==> config.mk <==
export PLATFORM = sky130hd
export DESIGN_NAME = pmp_csr
export DESIGN_NICKNAME = d
export VERILOG_FILES = /design/src/rtl/pmp_csr.sv
export SDC_FILE = /design/constraint.sdc
export NUM_CORES = 2
export LEC_CHECK = 0
export CORE_AREA = 10 10 447 449
export CTS_BUF_LIST = sky130_fd_sc_hd__clkbuf_16
export CTS_CLUSTER_DIAMETER = 200
export CTS_CLUSTER_SIZE = 20
export DETAILED_ROUTE_END_ITERATION = 10
export DIE_AREA = 0 0 457 459
export DONT_BUFFER_PORTS = 1
export PLACE_DENSITY_LB_ADDON = 0.12
export SYNTH_ARGS = -nofsm -noshare
export SYNTH_HDL_FRONTEND = slang
export SYNTH_HIERARCHICAL = 1
export SYNTH_SLANG_ARGS = --single-unit
export TNS_END_PERCENT = 10
==> constraint.sdc <==
create_clock -name i_clk -period 3.5 [get_ports i_clk]
set_input_delay 0.7 -clock i_clk [delete_from_list [all_inputs] [get_ports i_clk]]
set_output_delay 0.7 -clock i_clk [all_outputs]
set_load 0.03 [all_outputs]
==> src/rtl/pmp_csr.sv <==
// PMP configuration/address CSR block: pmpcfg0/2 and pmpaddrN with lock and TOR
// write protection, a one-deep request/response handshake and a flush pulse on change.
package pmp_csr_pkg;
    typedef struct packed {
        logic       lock;
        logic [1:0] rsvd;
        logic [1:0] mode;
        logic       x;
        logic       w;
        logic       r;
    } pmp_cfg_t;

    localparam logic [1:0] MODE_TOR = 2'd1;
endpackage

module pmp_entry
    import pmp_csr_pkg::*;
(
    input  logic        clk,
    input  logic        rst,
    input  logic        cfg_we,
    input  pmp_cfg_t    cfg_wdata,
    input  logic        addr_we,
    input  logic [53:0] addr_wdata,
    output pmp_cfg_t    cfg,
    output logic [53:0] addr,
    output logic        changed
);
    always_ff @(posedge clk) begin
        if (rst) begin
            cfg  <= '0;
            addr <= '0;
        end else begin
            if (cfg_we)  cfg  <= cfg_wdata;
            if (addr_we) addr <= addr_wdata;
        end
    end

    assign changed = (cfg_we && (cfg_wdata != cfg)) || (addr_we && (addr_wdata != addr));
endmodule

module pmp_csr
    import pmp_csr_pkg::*;
#(
    parameter int REGION_COUNT = 16
) (
    input  logic                               i_clk,
    input  logic                               i_rst,
    input  logic                               i_req_valid,
    output logic                               o_req_ready,
    input  logic [11:0]                        i_req_addr,
    input  logic                               i_req_write,
    input  logic [63:0]                        i_req_wdata,
    output logic                               o_resp_valid,
    input  logic                               i_resp_ready,
    output logic [63:0]                        o_resp_rdata,
    output logic                               o_resp_illegal,
    output pmp_cfg_t [REGION_COUNT-1:0]        o_pmp_cfg,
    output logic [REGION_COUNT-1:0][55:0]      o_pmp_addr,
    output logic                               o_pmp_flush
);
    localparam int AW = $clog2(REGION_COUNT);

    typedef enum logic {IDLE, RESP} state_t;
    state_t state, state_nxt;

    pmp_cfg_t [REGION_COUNT-1:0]         cfg_q;
    logic     [REGION_COUNT-1:0][53:0]   addr_q;
    logic     [REGION_COUNT-1:0]         changed;
    logic     [63:0]                     cfg_lo, cfg_hi, rd_data;
    logic     [AW-1:0]                   addr_idx;
    logic accept, wr, sel_cfg0, sel_cfg2, sel_addr, legal;

    assign accept   = i_req_valid && (state == IDLE);
    assign wr       = accept && i_req_write;
    assign sel_cfg0 = (i_req_addr == 12'h3A0);
    assign sel_cfg2 = (REGION_COUNT == 16) && (i_req_addr == 12'h3A2);
    assign sel_addr = (i_req_addr[11:4] == 8'h3B) && ((REGION_COUNT == 16) || !i_req_addr[3]);
    assign legal    = sel_cfg0 || sel_cfg2 || sel_addr;
    assign addr_idx = i_req_addr[AW-1:0];

    assign cfg_lo = cfg_q[7:0];
    if (REGION_COUNT == 16) begin : g_cfg_hi
        assign cfg_hi = cfg_q[15:8];
    end else begin : g_no_cfg_hi
        assign cfg_hi = '0;
    end

    always_comb begin
        rd_data = '0;
        if (sel_cfg0)      rd_data = cfg_lo;
        else if (sel_cfg2) rd_data = cfg_hi;
        else if (sel_addr) rd_data = {10'b0, addr_q[addr_idx]};
    end

    for (genvar e = 0; e < REGION_COUNT; e++) begin : g_entry
        logic [7:0] wbyte;
        logic       cfg_sel, tor_lock, cfg_we, addr_we;
        pmp_cfg_t   cfg_new;

        assign wbyte   = i_req_wdata[(e % 8) * 8 +: 8];
        assign cfg_sel = (e < 8) ? sel_cfg0 : sel_cfg2;
        assign cfg_new = {wbyte[7], 2'b00, wbyte[4:0]};
        // R=0/W=1 is reserved: that byte is dropped, its neighbours still land
        assign cfg_we  = wr && cfg_sel && !cfg_q[e].lock && !(!wbyte[0] && wbyte[1]);

        // A locked TOR entry above also freezes this entry's address (its lower bound)
        if (e + 1 < REGION_COUNT) begin : g_nb
            assign tor_lock = cfg_q[e+1].lock && (cfg_q[e+1].mode == MODE_TOR);
        end else begin : g_last
            assign tor_lock = 1'b0;
        end
        assign addr_we = wr && sel_addr && (addr_idx == AW'(e)) && !cfg_q[e].lock && !tor_lock;

        pmp_entry u_entry (
            .clk        (i_clk),
            .rst        (i_rst),
            .cfg_we     (cfg_we),
            .cfg_wdata  (cfg_new),
            .addr_we    (addr_we),
            .addr_wdata (i_req_wdata[53:0]),
            .cfg        (cfg_q[e]),
            .addr       (addr_q[e]),
            .changed    (changed[e])
        );

        assign o_pmp_cfg[e]  = cfg_q[e];
        assign o_pmp_addr[e] = {addr_q[e], 2'b00};
    end

    always_comb begin
        state_nxt = state;
        case (state)
            IDLE: if (i_req_valid)  state_nxt = RESP;
            RESP: if (i_resp_ready) state_nxt = IDLE;
            default:                state_nxt = IDLE;
        endcase
    end

    always_ff @(posedge i_clk) begin
        if (i_rst) begin
            state          <= IDLE;
            o_resp_rdata   <= '0;
            o_resp_illegal <= 1'b0;
            o_pmp_flush    <= 1'b0;
        end else begin
            state       <= state_nxt;
            o_pmp_flush <= |changed;
            if (accept) begin
                o_resp_rdata   <= rd_data;
                o_resp_illegal <= !legal;
            end
        end
    end

    assign o_req_ready  = (state == IDLE);
    assign o_resp_valid = (state == RESP);
endmodule

==> metrics <==
Register Area=between 20000 and 25000 um2; Reg clk slew, reported paths=~0.10 ns; Routed Wire Length=between 300 and 400 mm; vias in the first global route=44677; Final Util=0.3496; Multi-input gate area=about 34000 um2; top cell type's share of synthesized area=0.3757; Max Slew Vio Count=0; Max FO, Critical Path=4; gp weighted congestion=0.9186; # IOs=between 1000 and 1500; clk sink count=between 1000 and 1500; HPWL Detailed=between 200 and 300 mm; DRC Markers=0; clock root cell=clkbuf_16; crit end category=flip-flop; Clock Power Share=0.370; largest net degree at the start of global routing=about 1100; global-route wire length before repair=442.8 mm; cts bufs inserted=slightly below 60; Synth Flop Type=dfxtp_1; outcome=finished, final reports clean; grt ovf=0; IO buf count=0; Fmax achieved=just under 300 MHz; Period minus WS final=~3.4 ns; Die Span Y=around 460 um; Nets=6399; share of layout cells above drive strength 1=0.2024; Clock Latency Late Sink=around 0.8 ns; maxcap violations=0; VDD IR max=0.4106 mV; Initial Utilization=0.2952; power share of the sequential group=0.577; crit path DAT=~4.0 ns; ANT nets after route=0; Req. time, crit path=4.08 ns; Placed Area=approximately 65000 um2; PwrDens=312.7 nW/um2; post-synthesis cell count=approximately 5700; switching part of the total=0.2570; logic gate share of total power=0.054; Total Routing Usage GR=0.3065; Int Pwr=around 16 mW; drt first pass iters=5; Post-Route Skew=0.04626 ns; via density per instance=about 5.3; final setup fails=0; Max-slew headroom=0.1306; H-tree depth=2; Tcrit/Tclk final=0.9831; Iteration-0 DRC Markers=roughly 4300; most frequent cells in the layout=1170 x nor2_1, 1057 x dfxtp_1, 992 x mux2i_1; initial antenna violation count=21; leak pwr=between 20 and 30 nW; cell accounting for the most synthesized area=dfxtp_1; Std-Cell Rows=roughly 160; via count=47226; flops & latches, synth=~1100; mean routed wirelength per cell=between 30 and 40 um; CP Launch Type=flip-flop; RSZ-0062 raised after global routing=no; Design Area, Final=around 67000 um2; ranking of synthesized cells by area=dfxtp_1 38%, mux2i_1 18%, xor2_1 13%; Hold Slack=around 0.029 ns; FILL cells=between 15000 and 20000; Fin. Hold Viols=0; CTS Buffer Depth=3; synth unique cells=35; Setup Fix Bufs, Post-CTS=0; register area share after synthesis=0.3757; CP Class=reg -> reg; Tightest Pin Transition=about 1.3 ns; full die area=about 210000 um2; Core ar.=around 190000 um2; area grow syn2layout=18.44%; average size of a mapped cell=9.907 um2; Synth Cell Area=roughly 56000 um2; yosys warns=6; CTS tree=yes; P_sw=between 5 and 6 mW; TNS Setup=0 ns; Post-synth EDFFs=0; Die Wd=~460 um; Async SR Flop Fraction=0; commonest non-fill, non-tap cell in the layout=nor2_1; Worst Hold Class=in -> reg
final timing paths:
check / start / end / slack (ns) / cells past startpoint
worst max-delay path: g_entry[10].u_entry/addr[9] / o_pmp_flush / 0.06 / 8
worst min register to register: g_entry[9].u_entry/cfg[3] / g_entry[9].u_entry/cfg[3] / 0.59 / 2
worst min-delay path: i_rst / g_entry[13].u_entry/addr[36] / 0.03 / 1
worst max register to register: g_entry[10].u_entry/addr[9] / o_pmp_flush / 0.06 / 8
layout make-up:
class	count	area share
clock buffer	59	0.02209
timing repair buffer	836	0.1012
sequential	1059	0.3172
inverter	3	0.0001685
tap	2526	0.04729
clock inverter	2	0.0001872
antenna	18	0.0006739
multi-input combinational	4360	0.5111
power by group through the flow:
stage,clock network [mW],registers [mW],logic [mW]
finish,7.73,12.0,1.12
global route,8.23,12.1,1.21
CTS,7.91,12.0,0.908
detailed placement,0,12.3,0.898
global placement,0,12.3,0.901
floorplan,0,12.3,1.04
cells in the mapped netlist, types with 10 or more instances:
cell type and count:
nor2_1 1172, dfxtp_1 1059, mux2i_1 992, xor2_1 832, nor4_1 226, mux4_2 216, clkbuf_1 191, xnor2_1 160
nand2_1 131, o21ai_0 125, buf_2 118, mux2_2 115, a21oi_1 109, nand4_1 81, buf_4 34, nand3_1 20
nor3_1 20, buf_1 17, o41ai_1 16, and3b_1 13, a22oi_1 10
state kept, by name, summed over array words and instances, names as in the netlist:
signal and count:
g_entry.u_entry/addr 864, g_entry.u_entry/cfg 128, o_resp_rdata 64, o_pmp_flush 1, o_resp_illegal 1, o_resp_valid 1
cell families (layout without fill, tap and decap cells):
logic type | count (synthesis) | in the layout | synth area share
AND/OR/NAND/NOR | 1684 | 1684 | 0.1288
buffers and inverters | 372 | 900 | 0.03082
other | 1 | 114 | 0.00006646
AO/OA/AOI/OAI | 262 | 262 | 0.02488
XOR/XNOR | 992 | 992 | 0.1540
flip-flops | 1059 | 1059 | 0.3757
multiplexers | 1326 | 1326 | 0.2857
worst max-delay path, stage by stage, from the launching register on:
cell and delay [ns]:
dfxtp_1 0.31, buf_4 0.17, xor2_1 0.18, nor4_1 0.53, nand4_1 0.29, o41ai_2 0.65, nand2_1 0.39, nor4_2 0.50
a41oi_1 0.26
layer usage:
metal / GRT usage / routed length, um / vias up
met5: 0 / 0 / -
met4: 0.1415 / 19790 / 0
met3: 0.1241 / 36140 / 364
met2: 0.5224 / 161300 / 1979
met1: 0.3327 / 122900 / 24031
li1: - / - / 20852
timing repair:
| action | CTS | global route |
|---|---|---|
| endpoints found under the setup margin | 1 | 1 |
| gates resized for setup | 13 | 4 |
| endpoints found under the hold margin | 0 | 21 |
| hold buffers | 0 | 3 |
metrics by stage:
stage / total power, mW / cells / setup slack, ns
floorplan: 13.37 / 5791 / 0.5745
global placement: 13.23 / 8777 / -1.373
detailed placement: 13.23 / 8777 / -0.8641
CTS: 20.87 / 8838 / 0.004625
global route: 21.49 / 8852 / 0.001069
finish: 20.90 / 8863 / 0.05929
Note: power is estimated with default switching activity, not from simulation.
